[src/rtl/vending_machine_multi_item_if.sv]
// Front-end / dispenser bundle of the multi-item vending controller.
// The coin/keypad side drives master; the controller is the slave.
interface vending_machine_multi_item_if #(
  parameter int NUM_ITEMS = 4,
  parameter int SEL_W     = 2,
  parameter int AMT_W     = 8
);
  logic                 coin_valid;
  logic [AMT_W-1:0]     coin_in;
  logic                 sel_valid;
  logic [SEL_W-1:0]     select;
  logic                 cancel;
  logic                 out;
  logic [NUM_ITEMS-1:0] item_dispensed;
  logic [AMT_W-1:0]     change;
  logic                 change_valid;
  logic [AMT_W-1:0]     credit;
  logic                 coin_reject;
  logic                 insufficient;
  logic                 sel_err;

  modport master (
    output coin_valid, coin_in, sel_valid, select, cancel,
    input  out, item_dispensed, change, change_valid, credit,
           coin_reject, insufficient, sel_err
  );

  modport slave (
    input  coin_valid, coin_in, sel_valid, select, cancel,
    output out, item_dispensed, change, change_valid, credit,
           coin_reject, insufficient, sel_err
  );
endinterface

[src/rtl/vending_machine_multi_item.sv]
// Multi-item vending controller: credit accumulation, priced selection,
// cancel/refund, idle-timeout auto-refund and a credit ceiling.
module vending_machine_multi_item #(
  parameter int                       NUM_ITEMS   = 4,
  parameter int                       SEL_W       = 2,
  parameter int                       AMT_W       = 8,
  parameter logic [NUM_ITEMS*AMT_W-1:0] PRICE_LIST = {8'd50, 8'd20, 8'd10, 8'd5},
  parameter int                       MAX_CREDIT  = 200,
  parameter int                       TIMEOUT_CYC = 1000,
  parameter int                       TMO_W       = 10
) (
  input logic                          clk,
  input logic                          rst,
  vending_machine_multi_item_if.slave  bus
);

  typedef enum logic [1:0] {IDLE, COLLECT, VEND, REFUND} state_t;

  localparam int                   NUM_SLOTS = 2 ** SEL_W;
  localparam logic [AMT_W:0]       MAX_SUM   = (AMT_W + 1)'(MAX_CREDIT);
  localparam logic [TMO_W-1:0]     TMO_LAST  = TMO_W'(TIMEOUT_CYC - 1);
  localparam logic [NUM_ITEMS-1:0] ITEM_ONE  = NUM_ITEMS'(1);

  state_t                 state_reg, state_next;
  logic [AMT_W-1:0]       credit_reg, credit_next;
  logic [TMO_W-1:0]       tmo_reg, tmo_next;
  logic [SEL_W-1:0]       sel_reg, sel_next;
  logic                   out_reg, out_next;
  logic [NUM_ITEMS-1:0]   item_reg, item_next;
  logic [AMT_W-1:0]       change_reg, change_next;
  logic                   change_valid_reg, change_valid_next;
  logic                   coin_reject_reg, coin_reject_next;
  logic                   insufficient_reg, insufficient_next;
  logic                   sel_err_reg, sel_err_next;

  logic [AMT_W-1:0]       price_tbl [NUM_SLOTS];
  logic [AMT_W:0]         sum;
  logic                   coin_fits;
  logic                   sel_in_range;
  logic                   coin_blocked;
  logic                   coin_taken;

  // Unused select codes read as price 0 but are trapped by sel_in_range first.
  generate
    for (genvar gi = 0; gi < NUM_SLOTS; gi++) begin : g_price
      if (gi < NUM_ITEMS) begin : g_item
        assign price_tbl[gi] = PRICE_LIST[gi*AMT_W +: AMT_W];
      end else begin : g_none
        assign price_tbl[gi] = '0;
      end
    end
  endgenerate

  assign sum          = {1'b0, credit_reg} + {1'b0, bus.coin_in};
  assign coin_fits    = (sum <= MAX_SUM);
  assign sel_in_range = (32'(bus.select) < NUM_ITEMS);

  always_comb begin
    state_next        = state_reg;
    credit_next       = credit_reg;
    tmo_next          = '0;
    sel_next          = sel_reg;
    out_next          = 1'b0;
    item_next         = '0;
    change_next       = '0;
    change_valid_next = 1'b0;
    coin_reject_next  = 1'b0;
    insufficient_next = 1'b0;
    sel_err_next      = 1'b0;
    coin_blocked      = 1'b0;
    coin_taken        = 1'b0;

    case (state_reg)
      VEND: begin
        out_next          = 1'b1;
        item_next         = ITEM_ONE << sel_reg;
        change_next       = credit_reg - price_tbl[sel_reg];
        change_valid_next = 1'b1;
        credit_next       = '0;
        coin_reject_next  = bus.coin_valid;
        state_next        = IDLE;
      end
      REFUND: begin
        change_next       = credit_reg;
        change_valid_next = 1'b1;
        credit_next       = '0;
        coin_reject_next  = bus.coin_valid;
        state_next        = IDLE;
      end
      default: begin
        if (state_reg == COLLECT && bus.cancel) begin
          state_next   = REFUND;
          coin_blocked = 1'b1;
        end else if (bus.sel_valid) begin
          if (!sel_in_range) begin
            sel_err_next = 1'b1;
          end else if (credit_reg < price_tbl[bus.select]) begin
            insufficient_next = 1'b1;
          end else begin
            state_next   = VEND;
            sel_next     = bus.select;
            coin_blocked = 1'b1;
          end
        end

        // A refused selection still lets a same-cycle coin through.
        if (bus.coin_valid) begin
          if (!coin_blocked && coin_fits) begin
            credit_next = sum[AMT_W-1:0];
            coin_taken  = 1'b1;
            if (state_reg == IDLE && sum != '0) begin
              state_next = COLLECT;
            end
          end else begin
            coin_reject_next = 1'b1;
          end
        end

        if (state_reg == COLLECT && !bus.cancel && !bus.sel_valid && !coin_taken) begin
          if (tmo_reg == TMO_LAST) begin
            state_next = REFUND;
          end else begin
            tmo_next = tmo_reg + 1'b1;
          end
        end
      end
    endcase
  end

  always_ff @(posedge clk) begin
    if (rst) begin
      state_reg        <= IDLE;
      credit_reg       <= '0;
      tmo_reg          <= '0;
      sel_reg          <= '0;
      out_reg          <= 1'b0;
      item_reg         <= '0;
      change_reg       <= '0;
      change_valid_reg <= 1'b0;
      coin_reject_reg  <= 1'b0;
      insufficient_reg <= 1'b0;
      sel_err_reg      <= 1'b0;
    end else begin
      state_reg        <= state_next;
      credit_reg       <= credit_next;
      tmo_reg          <= tmo_next;
      sel_reg          <= sel_next;
      out_reg          <= out_next;
      item_reg         <= item_next;
      change_reg       <= change_next;
      change_valid_reg <= change_valid_next;
      coin_reject_reg  <= coin_reject_next;
      insufficient_reg <= insufficient_next;
      sel_err_reg      <= sel_err_next;
    end
  end

  assign bus.out            = out_reg;
  assign bus.item_dispensed = item_reg;
  assign bus.change         = change_reg;
  assign bus.change_valid   = change_valid_reg;
  assign bus.credit         = credit_reg;
  assign bus.coin_reject    = coin_reject_reg;
  assign bus.insufficient   = insufficient_reg;
  assign bus.sel_err        = sel_err_reg;

endmodule

[src/flat_wrapper.sv]
// flat-port wrapper written by rule: the top's interface ports become plain ports
module vending_machine_multi_item_flat 
#(
  parameter int                       NUM_ITEMS   = 4,
  parameter int                       SEL_W       = 2,
  parameter int                       AMT_W       = 8,
  parameter logic [NUM_ITEMS*AMT_W-1:0] PRICE_LIST = {8'd50, 8'd20, 8'd10, 8'd5},
  parameter int                       MAX_CREDIT  = 200,
  parameter int                       TIMEOUT_CYC = 1000,
  parameter int                       TMO_W       = 10
)
  (clk, rst, bus_coin_valid, bus_coin_in, bus_sel_valid, bus_select, bus_cancel, bus_out, bus_item_dispensed, bus_change, bus_change_valid, bus_credit, bus_coin_reject, bus_insufficient, bus_sel_err);
  vending_machine_multi_item_if #(.NUM_ITEMS(NUM_ITEMS), .SEL_W(SEL_W), .AMT_W(AMT_W)) bus_i ();
  input logic clk;
  input logic rst;
  input wire logic [$bits(bus_i.coin_valid)-1:0] bus_coin_valid;
  input wire logic [$bits(bus_i.coin_in)-1:0] bus_coin_in;
  input wire logic [$bits(bus_i.sel_valid)-1:0] bus_sel_valid;
  input wire logic [$bits(bus_i.select)-1:0] bus_select;
  input wire logic [$bits(bus_i.cancel)-1:0] bus_cancel;
  output wire logic [$bits(bus_i.out)-1:0] bus_out;
  output wire logic [$bits(bus_i.item_dispensed)-1:0] bus_item_dispensed;
  output wire logic [$bits(bus_i.change)-1:0] bus_change;
  output wire logic [$bits(bus_i.change_valid)-1:0] bus_change_valid;
  output wire logic [$bits(bus_i.credit)-1:0] bus_credit;
  output wire logic [$bits(bus_i.coin_reject)-1:0] bus_coin_reject;
  output wire logic [$bits(bus_i.insufficient)-1:0] bus_insufficient;
  output wire logic [$bits(bus_i.sel_err)-1:0] bus_sel_err;
  assign bus_i.coin_valid = bus_coin_valid;
  assign bus_i.coin_in = bus_coin_in;
  assign bus_i.sel_valid = bus_sel_valid;
  assign bus_i.select = bus_select;
  assign bus_i.cancel = bus_cancel;
  assign bus_out = bus_i.out;
  assign bus_item_dispensed = bus_i.item_dispensed;
  assign bus_change = bus_i.change;
  assign bus_change_valid = bus_i.change_valid;
  assign bus_credit = bus_i.credit;
  assign bus_coin_reject = bus_i.coin_reject;
  assign bus_insufficient = bus_i.insufficient;
  assign bus_sel_err = bus_i.sel_err;
  vending_machine_multi_item #(.NUM_ITEMS(NUM_ITEMS), .SEL_W(SEL_W), .AMT_W(AMT_W), .PRICE_LIST(PRICE_LIST), .MAX_CREDIT(MAX_CREDIT), .TIMEOUT_CYC(TIMEOUT_CYC), .TMO_W(TMO_W)) u_core (.clk(clk), .rst(rst), .bus(bus_i));
endmodule
[config.mk]
export PLATFORM = sky130hd
export DESIGN_NAME = vending_machine_multi_item_flat
export DESIGN_NICKNAME = d
export VERILOG_FILES = /design/src/rtl/vending_machine_multi_item_if.sv /design/src/rtl/vending_machine_multi_item.sv /design/src/flat_wrapper.sv
export SDC_FILE = /design/constraint.sdc
export NUM_CORES = 1
export LEC_CHECK = 0
export CORE_MARGIN = 5
export CORE_UTILIZATION = 43
export DETAILED_ROUTE_END_ITERATION = 7
export DONT_BUFFER_PORTS = 1
export GPL_ROUTABILITY_DRIVEN = 0
export PLACE_DENSITY_LB_ADDON = 0.12
export SKIP_CTS_REPAIR_TIMING = 1
export SLEW_MARGIN = 20
export SYNTH_ARGS = -nofsm -noshare
export SYNTH_HDL_FRONTEND = slang
export SYNTH_SLANG_ARGS = --single-unit
[constraint.sdc]
create_clock -name clk -period 4.45 [get_ports clk]
set_clock_uncertainty 0.05 [all_clocks]
set_input_delay 0.89 -clock clk [delete_from_list [all_inputs] [get_ports clk]]
set_output_delay 0.89 -clock clk [all_outputs]
set_load 0.01 [all_outputs]
==> reports/metrics.cfg <==
[run_status]
status = finished, final reports clean

[worst_setup_path]
crit_chain = ha_1 -> fa_1 -> a21o_1 -> a21oi_1 -> xor2_1 -> a311o_2 -> nand2_2 -> a31o_1
worstSetupPathType = primary input to flip-flop
end_kind = flip-flop
rr_startpoint = u_core.bus.credit[0]
reg2reg_setup_slack_ns = 1.71
cpMaxStageDelayCell = fa_1
rr_worst_depth = 8
worstPathArrival_ns = 3.03
critPathLaunchType = primary input
r2r_end = u_core.bus.credit[6]
slowest_delay_ns = 0.41
cp.required_ns = 4.59
cp_max_fo = 7

[clock_tree]
cts_sinks = 38
clk_latency_ns = 0.29
clk_path_buf_depth = 2
cts-root-buf = clkbuf_8
cts_tree = built
cts_made_buffers = 5
htreeDepth = 2
cts.clk_slew.worst_paths_ns = 0.07

[routing]
wire_per_inst_um = 15.4
drc_errors = 0
viasPerCell = 5.65
drt_wl_total_mm = 5.04
dr.first_iter.drc_count = 96
num_vias = 1852
firstDrtPassIters = 4
final_antenna_net_count = 0

[timing]
slew_headroom_pct = 48.9
slew_violations = 0
fin_crit_ns = 2.89
tightest_slew_ns = 0.765
tns_ns = 0
setup_viol_count_final = 0
finalCritPeriodShare_pct = 64.9
finalHoldViolCount = 0
fmax_mhz = 346
rsz0062_at_grt = false

[yosys]
synth_seq_cells = 38
synth.yosys.seq_area_share_pct = 33.7
synth_area_leaders = dfxtp_1 (34%), ha_1 (11%), nor2_1 (5.0%)
synthCells = 256
synth_top_area_share_pct = 33.7
async_reset_ff_share_pct = 0
synth_edf_count = 0
syn_avg_cell_area_um2 = 8.82
synth.net_count = 293
syn_area_um2 = 2260
synth_warnings = 0
ys_types = 55
ys.flop_type = dfxtp_1
yosysTopAreaCell = dfxtp_1

[floorplan]
initial_core_util_pct = 44.2
core.rowCount = 26
die_x_um = 82.5
io_pins = 40
core_area_um2 = 5110
design.die.area_um2 = 6800
die_h_um = 82.5

[power]
power_frac_comb_pct = 54.0
p_per_area_nw_per_um2 = 768
clockPowerShare_pct = 15.4
switching_share_pct = 45.6
power_switching_mw = 0.847
internal_power_mw = 1.01
peakVddDrop_mv = 0.363
seq_power_share_pct = 30.6
power.leakage_nw = 0.961

[finish]
layout_commonest_cell = dfxtp_1
postLayoutCoreUtil_pct = 47.4
areaGrowthSynthToFinish_pct = 7.09
finalNetCount = 294
n_antenna_cell = 0
layout_common_cells = dfxtp_1 (38), nor2_1 (30), ha_1 (20)
largest_reg_flops = 10
drive_gt1_share_pct = 7.36

[global_routing]
grt_max_degree = 24
first_global_vias = 1765
grt_overflow = 0
grt_pass1_wl_mm = 8.59
grt_antenna_before_repair = 0
gr-usage-all-layers_pct = 16.5

[placed_design]
dp_hpwl_mm = 3.89
io_buffer_count = 0

[hold_path]
hold_class = flip-flop to flip-flop
whs_path_depth = 1
worstHoldEndpoint = u_core.tmo_reg[0]
hold_start = u_core.tmo_reg[0]

[flow_run]
maxCapViolCount = 0

-- how the worst max path moves through the flow --
stage | start | slack [ns] | endpoint | depth (start not counted)
floorplan | bus_coin_in[0] | 1.46 | u_core.bus.credit[3] | 8
global placement | bus_coin_in[0] | 1.27 | u_core.bus.credit[6] | 8
detailed placement | bus_coin_in[0] | 1.27 | u_core.bus.credit[3] | 8
CTS | bus_coin_in[0] | 1.58 | u_core.bus.credit[3] | 8
global route | bus_coin_in[0] | 1.39 | u_core.bus.credit[2] | 8
finish | bus_coin_in[0] | 1.56 | u_core.bus.credit[6] | 8
-- power by group through the flow --
stage	logic, mW	clock network, mW	registers [mW]
finish	1.00	0.286	0.568
global route	1.14	0.318	0.589
detailed placement	1.00	0	0.581
global placement	0.999	0	0.581
CTS	1.01	0.297	0.572
floorplan	0.874	0	0.515
-- routing by layer --
metal / GRT usage, % / routed length (µm)
met1: 21.6 / 2340
met2: 25.9 / 2310
met3: 4.12 / 316
met4: 6.48 / 70
met5: 0 / 0
-- through the flow --
stage	instances	hold WS [ns]	worst slack (ns)	total power, mW	area (µm²)
6_report	328	0.403	1.56	1.86	2420
5_1_grt	328	0.450	1.39	2.05	2420
4_1_cts	328	0.405	1.58	1.87	2420
3_5_place_dp	320	0.393	1.27	1.58	2310
3_3_place_gp	320	0.381	1.27	1.58	2310
2_1_floorplan	256	0.363	1.46	1.39	2260
-- worst max-delay path, delay by kind of cell --
| kind | cells | cell delay, ns |
|---|---|---|
| AND/OR/NAND/NOR | 1 | 0.14 |
| XOR/XNOR | 1 | 0.39 |
| AO/OA/AOI/OAI | 4 | 0.96 |
| adder cells (fa/ha/maj) | 2 | 0.63 |
-- synth_stat cells, types with 2 or more instances --
| cell | count |
|---|---|
| dfxtp_1 | 38 |
| nor4_1 | 10 |
| o21ai_0 | 10 |
| nor2_1 | 30 |
| a21o_1 | 4 |
| clkbuf_1 | 3 |
| or2_2 | 2 |
| nor3_1 | 7 |
| or3_1 | 3 |
| fa_1 | 2 |
| nand4_1 | 4 |
| a21oi_1 | 18 |
| a211o_1 | 2 |
| o211ai_1 | 2 |
| xor2_1 | 5 |
| ha_1 | 20 |
| nand2_1 | 13 |
| a31o_1 | 5 |
| o21a_1 | 4 |
| inv_1 | 11 |
| nand2b_1 | 3 |
| xnor2_1 | 11 |
| a211oi_1 | 2 |
| o21ai_1 | 5 |
| nand3_1 | 8 |
| and3_1 | 5 |
-- cell families (layout without fill, tap and decap cells) --
kind of cell    after synthesis  in the layout  share of synthesized area (%)
compound gates               68             68                           22.7
xor+xnor                     16             16                           6.20
fa+ha+maj                    22             22                           12.9
buf+inv                      17             19                           3.32
flops                        38             38                           33.7
mux                           1              1                          0.443
other cells                   1              1                          0.166
simple gates                 93             93                           20.7
-- final cells by class --
| class | instances | area [µm²] |
|---|---|---|
| fillers | 536 | 2690 |
| inverters | 11 | 41.3 |
| clock buffers | 7 | 76.3 |
| flip-flops and latches | 38 | 761 |
| well taps | 70 | 87.6 |
| clock inverters | 1 | 30.0 |
| multi-input cells | 201 | 1420 |
Note: power is estimated with default switching activity, not from simulation.
